$ cat src/rtl/mem_pkg.sv
`default_nettype none
// ============================================================================
// Module   : mem_pkg
// Purpose  : Shared encodings and types for the MEM pipeline stage.
// Revision : 1.0
// ============================================================================
package mem_pkg;

    localparam logic [2:0] F3_LB  = 3'b000;
    localparam logic [2:0] F3_LH  = 3'b001;
    localparam logic [2:0] F3_LW  = 3'b010;
    localparam logic [2:0] F3_LBU = 3'b100;
    localparam logic [2:0] F3_LHU = 3'b101;
    localparam logic [2:0] F3_SB  = 3'b000;
    localparam logic [2:0] F3_SH  = 3'b001;
    localparam logic [2:0] F3_SW  = 3'b010;

    localparam logic [1:0] SEL_ALU  = 2'b00;
    localparam logic [1:0] SEL_LOAD = 2'b01;
    localparam logic [1:0] SEL_PC4  = 2'b10;

    typedef enum logic [0:0] {
        ST_IDLE = 1'b0,
        ST_WAIT = 1'b1
    } state_e;

    typedef struct packed {
        logic        valid;
        logic        reg_write;
        logic        mem_write;
        logic        mem_read;
        logic [1:0]  result_sel;
        logic [2:0]  funct3;
        logic [4:0]  rd;
        logic [31:0] alu_result;
        logic [31:0] store_data;
        logic [31:0] pc_plus4;
    } mreg_t;

endpackage
`default_nettype wire

$ cat src/rtl/load_store_align.sv
`default_nettype none
// ============================================================================
// Module   : load_store_align
// Purpose  : Byte-lane steering, byte enables and load extension (comb only).
// Revision : 1.0
// ============================================================================
module load_store_align
    import mem_pkg::*;
(
    input  logic [2:0]  funct3_i,
    input  logic        is_store_i,
    input  logic [1:0]  addr_lo_i,
    input  logic [31:0] store_data_i,
    input  logic [31:0] rdata_i,
    output logic        misaligned_o,
    output logic [3:0]  be_o,
    output logic [31:0] wdata_o,
    output logic [31:0] load_data_o
);

    logic        w_byte;
    logic        w_half;
    logic [31:0] w_shifted;
    logic [15:0] w_lane_half;
    logic        w_signed;

    always_comb begin
        w_byte = 1'b0;
        w_half = 1'b0;
        if (is_store_i) begin
            case (funct3_i)
                F3_SB:   w_byte = 1'b1;
                F3_SH:   w_half = 1'b1;
                F3_SW:   w_byte = 1'b0;
                default: w_byte = 1'b0;
            endcase
        end else begin
            case (funct3_i)
                F3_LB, F3_LBU:                   w_byte = 1'b1;
                F3_LH, F3_LHU:                   w_half = 1'b1;
                F3_LW, 3'b011, 3'b110, 3'b111:   w_byte = 1'b0;
                default:                         w_byte = 1'b0;
            endcase
        end
    end

    always_comb begin
        misaligned_o = w_half ? addr_lo_i[0] : (!w_byte && (addr_lo_i != 2'b00));

        if (w_byte) begin
            be_o    = 4'b0001 << addr_lo_i;
            wdata_o = {4{store_data_i[7:0]}};
        end else if (w_half) begin
            be_o    = 4'b0011 << addr_lo_i;
            wdata_o = {2{store_data_i[15:0]}};
        end else begin
            be_o    = 4'b1111;
            wdata_o = store_data_i;
        end
    end

    // funct3[2] set means the unsigned load variants
    always_comb begin
        w_shifted   = rdata_i >> {addr_lo_i, 3'b000};
        w_lane_half = addr_lo_i[1] ? rdata_i[31:16] : rdata_i[15:0];
        w_signed    = !funct3_i[2];
        if (w_byte) begin
            load_data_o = {{24{w_signed & w_shifted[7]}}, w_shifted[7:0]};
        end else if (w_half) begin
            load_data_o = {{16{w_signed & w_lane_half[15]}}, w_lane_half};
        end else begin
            load_data_o = rdata_i;
        end
    end

endmodule
`default_nettype wire

$ cat src/rtl/mem_access.sv
`default_nettype none
// ============================================================================
// Module   : mem_access
// Purpose  : MEM stage: EX/MEM register, data-memory handshake, WB register.
// Revision : 1.0
// ============================================================================
module mem_access
    import mem_pkg::*;
#(
    parameter int TIMEOUT = 16
) (
    input  logic        clk,
    input  logic        rst,
    input  logic        ex_valid_i,
    input  logic        ex_reg_write_i,
    input  logic        ex_mem_write_i,
    input  logic        ex_mem_read_i,
    input  logic [1:0]  ex_result_sel_i,
    input  logic [2:0]  ex_funct3_i,
    input  logic [4:0]  ex_rd_i,
    input  logic [31:0] ex_alu_result_i,
    input  logic [31:0] ex_store_data_i,
    input  logic [31:0] ex_pc_plus4_i,
    output logic        stall_o,
    output logic        dmem_req_o,
    output logic        dmem_we_o,
    output logic [31:0] dmem_addr_o,
    output logic [31:0] dmem_wdata_o,
    output logic [3:0]  dmem_be_o,
    input  logic        dmem_ready_i,
    input  logic [31:0] dmem_rdata_i,
    output logic [4:0]  mem_rd_o,
    output logic [31:0] mem_fwd_data_o,
    output logic        mem_reg_write_o,
    output logic        wb_valid_o,
    output logic        wb_reg_write_o,
    output logic [4:0]  wb_rd_o,
    output logic [31:0] wb_result_o,
    output logic        misalign_err_o,
    output logic        bus_err_o
);

    localparam int CNT_W = $clog2(TIMEOUT + 1);

    mreg_t              m_q, m_d;
    state_e             state_q, state_d;
    logic [CNT_W-1:0]   cnt_q, cnt_d;

    logic               w_mem_op;
    logic               w_misaligned;
    logic               w_misalign_hit;
    logic               w_access;
    logic               w_timeout_hit;
    logic               w_req;
    logic               w_done;
    logic [3:0]         w_be;
    logic [31:0]        w_wdata;
    logic [31:0]        w_load_data;
    logic [31:0]        w_result;

    load_store_align u_align (
        .funct3_i     (m_q.funct3),
        .is_store_i   (m_q.mem_write),
        .addr_lo_i    (m_q.alu_result[1:0]),
        .store_data_i (m_q.store_data),
        .rdata_i      (dmem_rdata_i),
        .misaligned_o (w_misaligned),
        .be_o         (w_be),
        .wdata_o      (w_wdata),
        .load_data_o  (w_load_data)
    );

    // A bubble from EX clears every field so the M taps read as zero
    always_comb begin
        m_d = '0;
        if (ex_valid_i) begin
            m_d.valid      = 1'b1;
            m_d.reg_write  = ex_reg_write_i;
            m_d.mem_write  = ex_mem_write_i;
            m_d.mem_read   = ex_mem_read_i;
            m_d.result_sel = ex_result_sel_i;
            m_d.funct3     = ex_funct3_i;
            m_d.rd         = ex_rd_i;
            m_d.alu_result = ex_alu_result_i;
            m_d.store_data = ex_store_data_i;
            m_d.pc_plus4   = ex_pc_plus4_i;
        end
    end

    always_ff @(posedge clk or posedge rst) begin
        if (rst) begin
            m_q <= '0;
        end else if (!stall_o) begin
            m_q <= m_d;
        end
    end

    assign w_mem_op       = m_q.valid && (m_q.mem_read || m_q.mem_write);
    assign w_misalign_hit = w_mem_op && w_misaligned;
    assign w_access       = w_mem_op && !w_misaligned;
    assign w_timeout_hit  = (state_q == ST_WAIT) && (cnt_q == CNT_W'(TIMEOUT));
    assign w_req          = w_access && !w_timeout_hit;
    assign w_done         = w_req && dmem_ready_i;

    always_ff @(posedge clk or posedge rst) begin
        if (rst) begin
            state_q <= ST_IDLE;
            cnt_q   <= '0;
        end else begin
            state_q <= state_d;
            cnt_q   <= cnt_d;
        end
    end

    // The counter tracks stalled cycles, so TIMEOUT stalls precede the abort
    always_comb begin
        state_d = state_q;
        cnt_d   = cnt_q;
        case (state_q)
            ST_IDLE: begin
                if (w_req && !dmem_ready_i) begin
                    state_d = ST_WAIT;
                    cnt_d   = CNT_W'(1);
                end
            end
            ST_WAIT: begin
                if (w_timeout_hit || w_done || !w_access) begin
                    state_d = ST_IDLE;
                    cnt_d   = '0;
                end else begin
                    cnt_d   = cnt_q + 1'b1;
                end
            end
            default: begin
                state_d = ST_IDLE;
                cnt_d   = '0;
            end
        endcase
    end

    always_comb begin
        stall_o      = w_req && !dmem_ready_i;
        dmem_req_o   = w_req;
        dmem_we_o    = w_req && m_q.mem_write;
        dmem_addr_o  = w_req ? {m_q.alu_result[31:2], 2'b00} : 32'd0;
        dmem_be_o    = w_req ? w_be : 4'd0;
        dmem_wdata_o = (w_req && m_q.mem_write) ? w_wdata : 32'd0;
    end

    always_comb begin
        case (m_q.result_sel)
            SEL_LOAD: w_result = w_load_data;
            SEL_PC4:  w_result = m_q.pc_plus4;
            default:  w_result = m_q.alu_result;
        endcase
    end

    assign mem_rd_o        = m_q.rd;
    assign mem_reg_write_o = m_q.valid && m_q.reg_write;
    assign mem_fwd_data_o  = (m_q.result_sel == SEL_PC4) ? m_q.pc_plus4 : m_q.alu_result;

    always_ff @(posedge clk or posedge rst) begin
        if (rst) begin
            wb_valid_o     <= 1'b0;
            wb_reg_write_o <= 1'b0;
            wb_rd_o        <= '0;
            wb_result_o    <= '0;
            misalign_err_o <= 1'b0;
            bus_err_o      <= 1'b0;
        end else if (stall_o) begin
            wb_valid_o     <= 1'b0;
            wb_reg_write_o <= 1'b0;
            misalign_err_o <= 1'b0;
            bus_err_o      <= 1'b0;
        end else begin
            wb_valid_o     <= m_q.valid;
            wb_reg_write_o <= m_q.valid && m_q.reg_write && !w_misalign_hit && !w_timeout_hit;
            wb_rd_o        <= m_q.rd;
            wb_result_o    <= w_result;
            misalign_err_o <= w_misalign_hit;
            bus_err_o      <= w_timeout_hit;
        end
    end

endmodule
`default_nettype wire

$ cat config.mk
export PLATFORM = sky130hd
export DESIGN_NAME = mem_access
export DESIGN_NICKNAME = d
export VERILOG_FILES = /design/src/rtl/mem_pkg.sv /design/src/rtl/load_store_align.sv /design/src/rtl/mem_access.sv
export SDC_FILE = /design/constraint.sdc
export NUM_CORES = 1
export LEC_CHECK = 0
export CORE_UTILIZATION = 30
export DETAILED_ROUTE_END_ITERATION = 7
export HOLD_SLACK_MARGIN = 0.08
export SLEW_MARGIN = 30
export SYNTH_ARGS = -nofsm -noshare
export SYNTH_HDL_FRONTEND = slang
export SYNTH_SLANG_ARGS = --single-unit
export TNS_END_PERCENT = 20
$ cat constraint.sdc
create_clock -name clk -period 14.54 [get_ports clk]
set_input_delay 2.181 -clock clk [delete_from_list [all_inputs] [get_ports clk]]
set_output_delay 2.181 -clock clk [all_outputs]
set_load 0.05 [all_outputs]
==> results of run 1 <==
## flip-flops by register name (all words and copies together), names as in the netlist
register and flops:
state_q 1, wb_result_o 32, wb_valid_o 1, wb_rd_o 5
m_q 105, misalign_err_o 1, cnt_q 5, mem_rd_o 5
wb_reg_write_o 1, bus_err_o 1
## metal layers
layer	GRT usage	up-vias	routed length, um
met1	0.2972	4053	14390
met5	0	-	30
met4	0.06548	4	686
met3	0.05981	34	2316
met2	0.3537	303	15510
li1	-	3894	-
## path summary, 6_finish.rpt
path	end	cells after the start	startpoint	slack, ns
worst max-delay path	stall_o	5	dmem_ready_i	7.32
worst min-delay path	m_q[108]$_DFFE_PP0N_	2	m_q[108]$_DFFE_PP0N_	0.47
worst max register to register	wb_result_o[28]$_DFFE_PP0N_	8	m_q[64]$_DFFE_PP0N_	10.27
worst min register to register	m_q[108]$_DFFE_PP0N_	2	m_q[108]$_DFFE_PP0N_	0.47
max in group asynchronous	m_q[85]$_DFFE_PP0N_	3	rst	11.05
min in group asynchronous	m_q[55]$_DFFE_PP0N_	2	rst	2.30
## placed cells by master (no fill, tap or decap), types with 2 or more instances in the layout
cell and count:
a211oi_1 12, a211oi_2 5, a21oi_1 25, a221o_1 7
a221oi_1 12, a221oi_2 20, a311oi_1 8, a31oi_1 2
and2_1 33, buf_4 8, clkbuf_16 17, clkdlybuf4s50_1 291
clkinvlp_4 3, conb_1 2, dfrtp_1 156, diode_2 5
ha_1 7, inv_1 18, inv_6 5, inv_8 4
mux2_2 22, mux2i_1 17, mux4_2 9, nand2_1 266
nand2b_1 7, nand3_1 115, nor2_1 89, nor3_1 24
o21ai_0 30, o22ai_1 7, or3_1 2, xnor2_1 2
## metrics by stage
stage | std cells | area (um2) | hold WS (ns) | utilization | worst slack [ns]
2_1_floorplan | 1010 | 8730 | 0.4311 | - | 8.124
3_3_place_gp | 1602 | 11720 | 0.4488 | 0.4093 | 7.351
6_report | 1639 | 12310 | 0.4655 | 0.4300 | 7.319
3_5_place_dp | 1602 | 11720 | 0.4563 | 0.4093 | 7.337
5_1_grt | 1637 | 12300 | 0.4910 | 0.4298 | 7.174
4_1_cts | 1634 | 12290 | 0.4719 | 0.4294 | 7.326
## power by group through the flow
stage / Sequential (mW) / Clock [mW] / Combinational [mW]
2_1_floorplan: 0.601 / 0 / 0.230
3_3_place_gp: 0.535 / 0 / 0.475
3_5_place_dp: 0.538 / 0 / 0.479
4_1_cts: 0.530 / 0.461 / 0.480
5_1_grt: 0.536 / 0.479 / 0.506
6_report: 0.529 / 0.451 / 0.477
## worst min-delay path, delay by kind of cell, from the launching register on
family,cells,cell delay [ns]
DFF,1,0.34
and+or+nand+nor,2,0.10
## final cells by class
class                   instances  area share
multi-input cells             741      0.3448
flip-flops and latches        157      0.3193
repair buffers                300      0.2424
well taps                     384     0.03903
clock buffers                  18     0.03486
clock inverters                14     0.01189
inverters                      20    0.006709
diodes                          5    0.001016
## logic make-up (layout without fill, tap and decap cells)
logic type | Yosys count | count (layout) | synth area share
buffers and inverters | 112 | 352 | 0.06653
flip-flops | 157 | 157 | 0.4502
multiplexers | 49 | 49 | 0.07284
adder cells (fa/ha/maj) | 8 | 8 | 0.01147
AND/OR/NAND/NOR | 544 | 544 | 0.2710
XOR/XNOR | 2 | 2 | 0.002008
other | 1 | 7 | 0.0004298
AO/OA/AOI/OAI | 136 | 136 | 0.1255
==> summary.txt, run 1 <==
Power and ir drop
  • Switch share: 0.3839
  • Power share of the combinational group: 0.327
  • Max VDD drop: 0.00007983 V
  • Switch Pwr: about 0.56 mW
  • Clk pwr share: 0.309
  • Leak: between 5 and 6 nW
  • Sequential Power Share: 0.363
  • Pwr Total: ~1.5 mW
  • Pwr Density: about 120 mW/mm2
  • Int Power: 0.8975 mW

Finish
  • Layout cells sized above 1: 0.08560
  • Footprint of the multi-input gates: around 0.0042 mm2
  • Filler instances: 2,838
  • Layout area overhead: 41.07%
  • Nets@finish: approximately 1,400
  • FF+latch area: slightly below 0.004 mm2

Floorplan
  • Total Die Area: roughly 0.030 mm2
  • Die X: 172.5 um
  • Die Y: about 170 um
  • I/O pin count: 295
  • Core ar.: ~0.029 mm2
  • # rows: 62
  • Starting Density: 0.3048

Worst setup path
  • CP bufs+invs: 3
  • CP dominant cell by count: clkdlybuf4s50_1
  • Worst path top cell family by delay: buffers and inverters
  • CP Capture Type: output port
  • Critical path arrival: 5.04 ns
  • Worst path cell trace: clkdlybuf4s50_1, a211oi_2, nand2_8, inv_4, clkdlybuf4s50_1
  • Worst path slowest cell: clkdlybuf4s50_1
  • Max incr delay on CP: 0.91 ns
  • Startpoint Class: primary input
  • Req. time, crit path: between 10 and 15 ns
  • Crit Path Category: in2out
  • Peak fanout along the critical path: approximately 120

Synth
  • Most common cell in the netlist: nand2_1
  • Post-synth top cells: nand2_1 (266), dfrtp_1 (157), nand3_1 (115)
  • Synth cell types: ~50
  • Sequential-to-total area share from yosys stat: 0.4502
  • Synth top area cells: dfrtp_1 (45%), nand2_1 (11%), nand3_1 (6.6%)
  • Post-synth top area share: 0.4502
  • #FFs+latches synth: approximately 160
  • Top FF cell, synth: dfrtp_1
  • Post-synthesis cell count: ~1,000
  • Synth warn: 0
  • Number of synthesized flops with an enable pin: 0
  • Post-synth ARST share: 1.000
  • Post-synth top area cell: dfrtp_1
  • Mapped Area: 0.008726 mm2
  • Syn Area/Cell: 8.648 um2

Timing
  • Period minus WS final: between 7 and 8 ns
  • Fin crit share: 0.4966
  • Actual slew at the worst max-slew pin: roughly 0.97 ns
  • FMAX: 138.5 MHz
  • Endpoints failing setup: 0
  • Max-slew headroom: 0.3514
  • Setup Skew: 0.01537 ns
  • RSZ-0062 raised after global routing: no
  • Post-route setup TNS: 0 ns
  • Max-slew violation count: 0
  • Hold Vio Cnt, Final: 0

Clocking
  • Setup repair bufs after CTS: 0
  • Worst skew pair latency: roughly 0.44 ns
  • H-tree Lvls: 4
  • Max clock buf depth: 2
  • Post_cts resized: 0
  • CTS Buf Count: 17
  • Root Driver: clkbuf_16
  • CTS clk-pin slew, worst paths: around 0.070 ns
  • Num Clock Sinks: between 150 and 200
  • # hold bufs at CTS: 0
  • TritonCTS clock tree: built

Route
  • Vias post-DR: about 8,300
  • Vias per cell: just over 5
  • Average wire per standard cell: 20.09 um
  • DR DRC count: 2
  • Iter 0 DRT Violations: between 600 and 700
  • Drt total wl: between 30,000 and 40,000 um
  • Post-route ant nets: 0
  • DR pass1 iterations: 8

GRT
  • Largest net degree at the start of global routing: 120
  • Initial antenna violation count: 8
  • First-pass GRT wire length: roughly 51,000 um
  • GRT overflow: 0
  • Total track usage: 0.2231
  • Vias in the first global route: just over 8,000

Worst hold path
  • Hold Crit Class: reg2reg

Flow run
  • Max-cap viol count: 0

Outcome
  • Status: finished with violations
  • Failing checks: DRC

Placed design
  • Post-DP HPWL: ~24,000 um
  • GP Congestion: 0.8445
  • Port buffer count: between 200 and 300
(Power assumes the default switching activity.)
==> run 2, diff against run 1 <==
==> constraint.sdc (replaced) <==
create_clock -name clk -period 7.5 [get_ports clk]
set_input_delay 1.125 -clock clk [delete_from_list [all_inputs] [get_ports clk]]
set_output_delay 1.125 -clock clk [all_outputs]
set_load 0.05 [all_outputs]
==> run 2 against run 1 <==
  * The flow still finishes with violations (DRC)
  * Sequential cell count unchanged
  * Die area unchanged
  * Clock skew down 0.0040 ns
  * Clock power up 95%
  * Register-to-register slack worse by 6.5 ns
  * Critical path depth unchanged
  * Combinational power up 94%
  * Via count down 0.31%
  * Worst setup slack worse by 5.1 ns
  * Routed wire length about the same
  * Sequential power up 95%
  * Cell area up 0.22%
  * Largest cell class unchanged
  * Largest power group unchanged
==> summary.txt, run 2 (synthesized netlist as in run 1, its figures left out) <==
Outcome
  • Status: finished with violations (unchanged)
  • Failing checks: DRC (unchanged)

Worst setup path
  • CP bufs+invs: 3 (unchanged)
  • Max incr delay on CP: 0.94 ns (was 0.91 ns)
  • Peak fanout along the critical path: 110 (was 119)
  • Startpoint Class: primary input (unchanged)
  • Worst path slowest cell: clkdlybuf4s50_1 (unchanged)
  • Worst path cell trace: clkdlybuf4s50_1, a211oi_2, nand2_8, inv_4, clkdlybuf4s50_1 (unchanged)
  • CP dominant cell by count: clkdlybuf4s50_1 (unchanged)
  • Crit Path Category: in2out (unchanged)
  • CP Capture Type: output port (unchanged)
  • Worst path top cell family by delay: buffers and inverters (unchanged)
  • Reg-to-Reg End: wb_result_o[31]$_DFFE_PP0N_ (was wb_result_o[28]$_DFFE_PP0N_)
  • Worst R2R Setup Slack: 3.75 ns (was 10.27 ns)
  • FF-to-FF path depth: 7 (was 8)
  • Critical path arrival: 4.16 ns (was 5.04 ns)
  • Crit Reg-Reg Startpoint: m_q[64]$_DFFE_PP0N_ (unchanged)
  • Req. time, crit path: 6.38 ns (was 12.36 ns)

Clocking
  • Setup repair bufs after CTS: 0 (unchanged)
  • Root Driver: clkbuf_16 (unchanged)
  • H-tree Lvls: 4 (unchanged)
  • Post_cts resized: 0 (unchanged)
  • CTS Buf Count: 17 (unchanged)
  • Num Clock Sinks: 157 (unchanged)
  • CTS clk-pin slew, worst paths: 0.07 ns (about the same)
  • TritonCTS clock tree: built (unchanged)
  • Worst skew pair latency: 0.44 ns (about the same)
  • # hold bufs at CTS: 0 (unchanged)
  • Max clock buf depth: 2 (unchanged)

Floorplan
  • Starting Density: 0.3048 (unchanged)
  • Die X: 172.5 um (unchanged)
  • Total Die Area: 0.02977 mm2 (unchanged)
  • # rows: 62 (unchanged)
  • I/O pin count: 295 (unchanged)
  • Core ar.: 0.02863 mm2 (unchanged)
  • Die Y: 172.5 um (unchanged)

Finish
  • Commonest non-fill, non-tap cells in the layout: clkdlybuf4s50_1 (291), nand2_1 (266), dfrtp_1 (156), nand3_1 (115), nor2_1 (89) (unchanged)
  • Reg with most FFs: m_q (unchanged)
  • Final core occ: 0.4310 (was 0.4300)
  • Nets@finish: 1,391 (was 1,390)
  • Most common cell after layout, fill and taps aside: clkdlybuf4s50_1 (unchanged)
  • Final instance area: 0.01234 mm2 (was 0.01231 mm2)
  • Layout area overhead: 41.38% (was 41.07%)
  • Fin cells: 1,638 (was 1,639)
  • Layout cells sized above 1: 0.08713 (was 0.08560)
  • Max reg flops: 105 (unchanged)
  • Biggest regs: m_q (105), wb_result_o (32) (unchanged)

Route
  • Vias post-DR: 8,262 (was 8,288)
  • Vias per cell: 5.044 (was 5.057)
  • Average wire per standard cell: 20.11 um (was 20.09 um)
  • DR DRC count: 2 (unchanged)
  • Iter 0 DRT Violations: 538 (was 699)
  • DR pass1 iterations: 7 (was 8)
  • Post-route ant nets: 0 (unchanged)
  • Drt total wl: 32,940 um (about the same)

Placed design
  • Port buffer count: 292 (unchanged)
  • Worst slack at placement: 2.249 ns (was 7.337 ns)
  • Post-DP HPWL: 23,520 um (was 23,570 um)
  • Post-DP Area: 0.01174 mm2 (was 0.01172 mm2)
  • Cells after DPL: 1,602 (unchanged)
  • GP Congestion: 0.8312 (was 0.8445)

Timing
  • Post-route setup TNS: 0 ns (unchanged)
  • Fin crit share: 0.7048
  • Max-slew violation count: 0 (unchanged)
  • Hold Vio Cnt, Final: 0 (unchanged)
  • Endpoints failing setup: 0 (unchanged)
  • Final worst slack: 2.214 ns (was 7.319 ns)
  • Max-slew headroom: 0.3680 (was 0.3514)
  • Actual slew at the worst max-slew pin: 0.9480 ns (was 0.9728 ns)
  • Period minus WS final: 5.286 ns
  • RSZ-0062 raised after global routing: no (unchanged)
  • FMAX: between 150 and 200 MHz
  • Setup Skew: 0.01140 ns (was 0.01537 ns)

GRT
  • First-pass GRT wire length: 50,790 um (was 50,840 um)
  • GRT overflow: 0 (unchanged)
  • Largest net degree at the start of global routing: 111 (was 120)
  • Total track usage: 0.2226 (was 0.2231)
  • Initial antenna violation count: 5 (was 8)
  • Vias in the first global route: 8,303 (was 8,177)

Power and ir drop
  • Pwr Density: 229.6 mW/mm2 (was 118.3 mW/mm2)
  • Leak: 5.339 nW (was 5.315 nW)
  • Max VDD drop: 0.00009604 V (was 0.00007983 V)

Worst hold path
  • Hold Crit Class: reg2reg (unchanged)
  • Hold Crit Endpoint: m_q[14]$_DFFE_PP0N_ (was m_q[108]$_DFFE_PP0N_)
  • Hold Crit Start: m_q[14]$_DFFE_PP0N_ (was m_q[108]$_DFFE_PP0N_)
  • Min-Delay Path Depth: 2 (unchanged)

Flow run
  • Max-cap viol count: 0 (unchanged)
## run 2: worst max-delay path by stage
stage | start | end | slack [ns] | cells past startpoint
final | dmem_ready_i | stall_o | 2.21 | 5
after global routing | dmem_ready_i | stall_o | 2.08 | 5
after CTS | m_q[65]$_DFFE_PP0N_ | dmem_addr_o[2] | 2.01 | 7
after detailed placement | dmem_ready_i | stall_o | 2.25 | 5
after global placement | dmem_ready_i | stall_o | 2.27 | 5
after floorplan | rst | bus_err_o$_DFF_PP0_ | 2.14 | 1
## run 2: metrics by stage
| stage | power (mW) | hold WS, ns |
|---|---|---|
| after global placement | 1.958 | 0.4510 |
| after floorplan | 1.611 | 0.4311 |
| after global routing | 2.954 | 0.4963 |
| final | 2.833 | 0.4687 |
| after detailed placement | 1.971 | 0.4553 |
| after CTS | 2.859 | 0.4717 |
## run 2: routing by layer
metal	GRT usage	vias to the layer above	wire length [um]
met1	0.2892	4035	14310
met2	0.3617	281	15500
met4	0.07292	4	860
met3	0.05497	45	2238
li1	-	3897	-
met5	0	-	27
## run 2: worst register-to-register path, stage by stage, from the launching register on
cell	delay, ns
dfrtp_1	0.72
inv_1	0.19
ha_1	0.28
mux2_4	0.33
nand2_8	0.46
inv_4	0.61
nor2_4	0.76
a221oi_1	0.24
## run 2: power breakdown
group | total [mW] | internal (mW) | switching (mW)
Clock | 0.881 | 0.470 | 0.411
Combinational | 0.926 | 0.333 | 0.594
Sequential | 1.03 | 0.939 | 0.0859
## run 2: area by class of cell
| type | count | area, um2 |
|---|---|---|
| tap | 384 | 480.5 |
| multi-input combinational | 741 | 4244 |
| clock buffer | 17 | 425.4 |
| fill | 2812 | 16290 |
| timing repair buffer | 301 | 3015 |
| clock inverter | 15 | 151.4 |
| sequential | 157 | 3930 |
| antenna | 3 | 7.507 |
| inverter | 20 | 82.58 |
==> run 3, diff against run 2 <==
==> constraint.sdc (replaced) <==
create_clock -name clk -period 5.1 [get_ports clk]
set_input_delay 0.765 -clock clk [delete_from_list [all_inputs] [get_ports clk]]
set_output_delay 0.765 -clock clk [all_outputs]
set_load 0.05 [all_outputs]
==> run 3 against run 2 <==
  * The flow still finishes with violations (DRC)
  * Clock power up 45%
  * Worst setup slack worse by 1.8 ns
  * Sequential power up 46%
  * Sequential cell count unchanged
  * Worst hold slack worse by 0.0010 ns
  * Cell count about the same
  * Via count down 0.69%
  * Total power up 47%
  * Register-to-register slack worse by 1.7 ns
  * Core utilization about the same
==> summary.txt, run 3 (synthesized netlist as in run 1, its figures left out) <==
Outcome
  • Status: finished with violations (unchanged)
  • Failing checks: DRC (unchanged)

Placed design
  • Cells after DPL: 1,605 (was 1,602)
  • GP Congestion: 0.8691 (was 0.8312)
  • Post-DP Area: 0.01177 mm2 (was 0.01174 mm2)
  • Port buffer count: 292 (unchanged)
  • Post-DP HPWL: 23,840 um (was 23,520 um)

Finish
  • Fin cells: 1,639 (was 1,638)
  • Commonest non-fill, non-tap cells in the layout: clkdlybuf4s50_1 (291), nand2_1 (266), dfrtp_1 (157), nand3_1 (115), nor2_1 (89) (was clkdlybuf4s50_1 (291), nand2_1 (266), dfrtp_1 (156), nand3_1 (115), nor2_1 (89))
  • Biggest regs: m_q (105), wb_result_o (32) (unchanged)
  • Final instance area: 0.01234 mm2 (about the same)
  • Most common cell after layout, fill and taps aside: clkdlybuf4s50_1 (unchanged)
  • Filler instances: 2,830 (was 2,812)
  • Layout area overhead: 41.47% (was 41.38%)
  • Nets@finish: 1,393 (was 1,391)
  • Layout cells sized above 1: 0.08786 (was 0.08713)
  • Max reg flops: 105 (unchanged)
  • Reg with most FFs: m_q (unchanged)

Timing
  • Actual slew at the worst max-slew pin: 0.9758 ns (was 0.9480 ns)
  • Hold Worst Slack: 0.4677 ns (was 0.4687 ns)
  • Period minus WS final: 4.653 ns
  • RSZ-0062 raised after global routing: no (unchanged)
  • Hold Vio Cnt, Final: 0 (unchanged)
  • FMAX: 214.9 MHz
  • Max-slew violation count: 0 (unchanged)
  • Endpoints failing setup: 0 (unchanged)
  • Setup Skew: 0.01300 ns (was 0.01140 ns)
  • Post-route setup TNS: 0 ns (unchanged)
  • Max-slew headroom: 0.3494 (was 0.3680)
  • Fin crit share: 0.9124

Worst setup path
  • Critical path arrival: 3.89 ns (was 4.16 ns)
  • FF-to-FF path depth: 7 (unchanged)
  • CP Capture Type: output port (unchanged)
  • End of the critical path: dmem_addr_o[4] (was stall_o)
  • Peak fanout along the critical path: 23 (was 110)
  • Req. time, crit path: 4.34 ns (was 6.38 ns)
  • Crit path from: m_q[64]$_DFFE_PP0N_ (was dmem_ready_i)
  • Worst R2R Setup Slack: 2.10 ns (was 3.75 ns)
  • Reg-to-Reg End: m_q[5]$_DFFE_PP0N_ (was wb_result_o[31]$_DFFE_PP0N_)
  • Crit Path Category: reg2out (was in2out)
  • Crit Reg-Reg Startpoint: m_q[64]$_DFFE_PP0N_ (unchanged)
  • Startpoint Class: flip-flop (was primary input)

Route
  • Iter 0 DRT Violations: 591 (was 538)
  • Post-route ant nets: 0 (unchanged)
  • Drt total wl: 33,450 um (was 32,940 um)
  • Vias post-DR: 8,205 (was 8,262)
  • Average wire per standard cell: 20.41 um (was 20.11 um)
  • DR DRC count: 2 (unchanged)
  • Vias per cell: 5.006 (was 5.044)
  • DR pass1 iterations: 7 (unchanged)

Clocking
  • Post_cts resized: 0 (unchanged)
  • CTS Buf Count: 17 (unchanged)
  • Worst skew pair latency: 0.44 ns (about the same)
  • Max clock buf depth: 2 (unchanged)
  • CTS clk-pin slew, worst paths: 0.07 ns (about the same)
  • Num Clock Sinks: 157 (unchanged)
  • Root Driver: clkbuf_16 (unchanged)
  • # hold bufs at CTS: 0 (unchanged)
  • TritonCTS clock tree: built (unchanged)
  • H-tree Lvls: 4 (unchanged)
  • Setup repair bufs after CTS: 0 (unchanged)

GRT
  • Largest net degree at the start of global routing: 90 (was 111)
  • Initial antenna violation count: 8 (was 5)
  • First-pass GRT wire length: 50,690 um (was 50,790 um)
  • Vias in the first global route: 8,256 (was 8,303)
  • GRT overflow: 0 (unchanged)
  • Total track usage: 0.2238 (was 0.2226)

Floorplan
  • Starting Density: 0.3048 (unchanged)
  • Die X: 172.5 um (unchanged)
  • I/O pin count: 295 (unchanged)
  • Die Y: 172.5 um (unchanged)
  • Total Die Area: 0.02977 mm2 (unchanged)
  • Core ar.: 0.02863 mm2 (unchanged)
  • # rows: 62 (unchanged)

Power and ir drop
  • Leak: 5.331 nW (was 5.339 nW)
  • Clk pwr share: 0.308 (was 0.311)
  • Power share of the combinational group: 0.331 (was 0.327)
  • Sequential Power Share: 0.361 (was 0.362)
  • Max VDD drop: 0.0002386 V (was 0.00009604 V)
  • Switch Pwr: 1.596 mW (was 1.091 mW)
  • Int Power: 2.559 mW (was 1.742 mW)
  • Switch share: 0.3841 (was 0.3851)
  • Pwr Density: 336.6 mW/mm2 (was 229.6 mW/mm2)

Worst hold path
  • Min-Delay Path Depth: 2 (unchanged)
  • Hold Crit Class: reg2reg (unchanged)
  • Hold Crit Start: m_q[13]$_DFFE_PP0N_ (was m_q[14]$_DFFE_PP0N_)

Flow run
  • Max-cap viol count: 0 (unchanged)
==> run 3: worst min-delay path by stage <==
| stage | slack [ns] | endpoint |
|---|---|---|
| floorplan | 0.43 | m_q[108]$_DFFE_PP0N_ |
| global placement | 0.45 | m_q[13]$_DFFE_PP0N_ |
| detailed placement | 0.46 | m_q[13]$_DFFE_PP0N_ |
| CTS | 0.47 | m_q[13]$_DFFE_PP0N_ |
| global route | 0.49 | m_q[13]$_DFFE_PP0N_ |
| finish | 0.47 | m_q[13]$_DFFE_PP0N_ |
==> run 3: stage by stage <==
stage	setup WS (ns)	utilization	power (mW)
after global placement	0.8809	0.4110	2.890
after detailed placement	0.7988	0.4110	2.902
after global routing	0.2020	0.4312	4.326
final	0.4469	0.4312	4.155
after CTS	0.3236	0.4310	4.191
after floorplan	0.1001	-	2.369
==> run 3: worst max-delay path, cell delays in order, from the launching register on <==
cell and delay [ns]:
dfrtp_1 0.59, inv_1 0.21, ha_1 0.20, o21ai_0 0.11
or3_1 0.63, inv_1 0.66, and2_1 0.22, clkdlybuf4s50_1 0.80
==> run 3: layout make-up <==
type,count,area (um2),share of cell area
Multi-Input combinational cell,741,4245,0.3439
Clock inverter,14,146.4,0.01186
Clock buffer,17,425.4,0.03446
Tap cell,384,480.5,0.03892
Antenna cell,3,7.507,0.0006082
Sequential cell,157,3929,0.3183
Timing Repair Buffer,303,3028,0.2453
Inverter,20,82.58,0.006690
==> run 3: per-layer routing <==
metal,global-route usage,wire (um)
met1,0.2918,14570
met2,0.3600,15830
met3,0.05981,2380
met4,0.07068,635
met5,0,29
==> run 3: power by group through the flow <==
stage | clock, mW | combinational (mW) | sequential, mW
floorplan | 0 | 0.655 | 1.71
global placement | 0 | 1.37 | 1.52
detailed placement | 0 | 1.38 | 1.52
CTS | 1.31 | 1.38 | 1.50
global route | 1.36 | 1.45 | 1.51
finish | 1.28 | 1.37 | 1.50
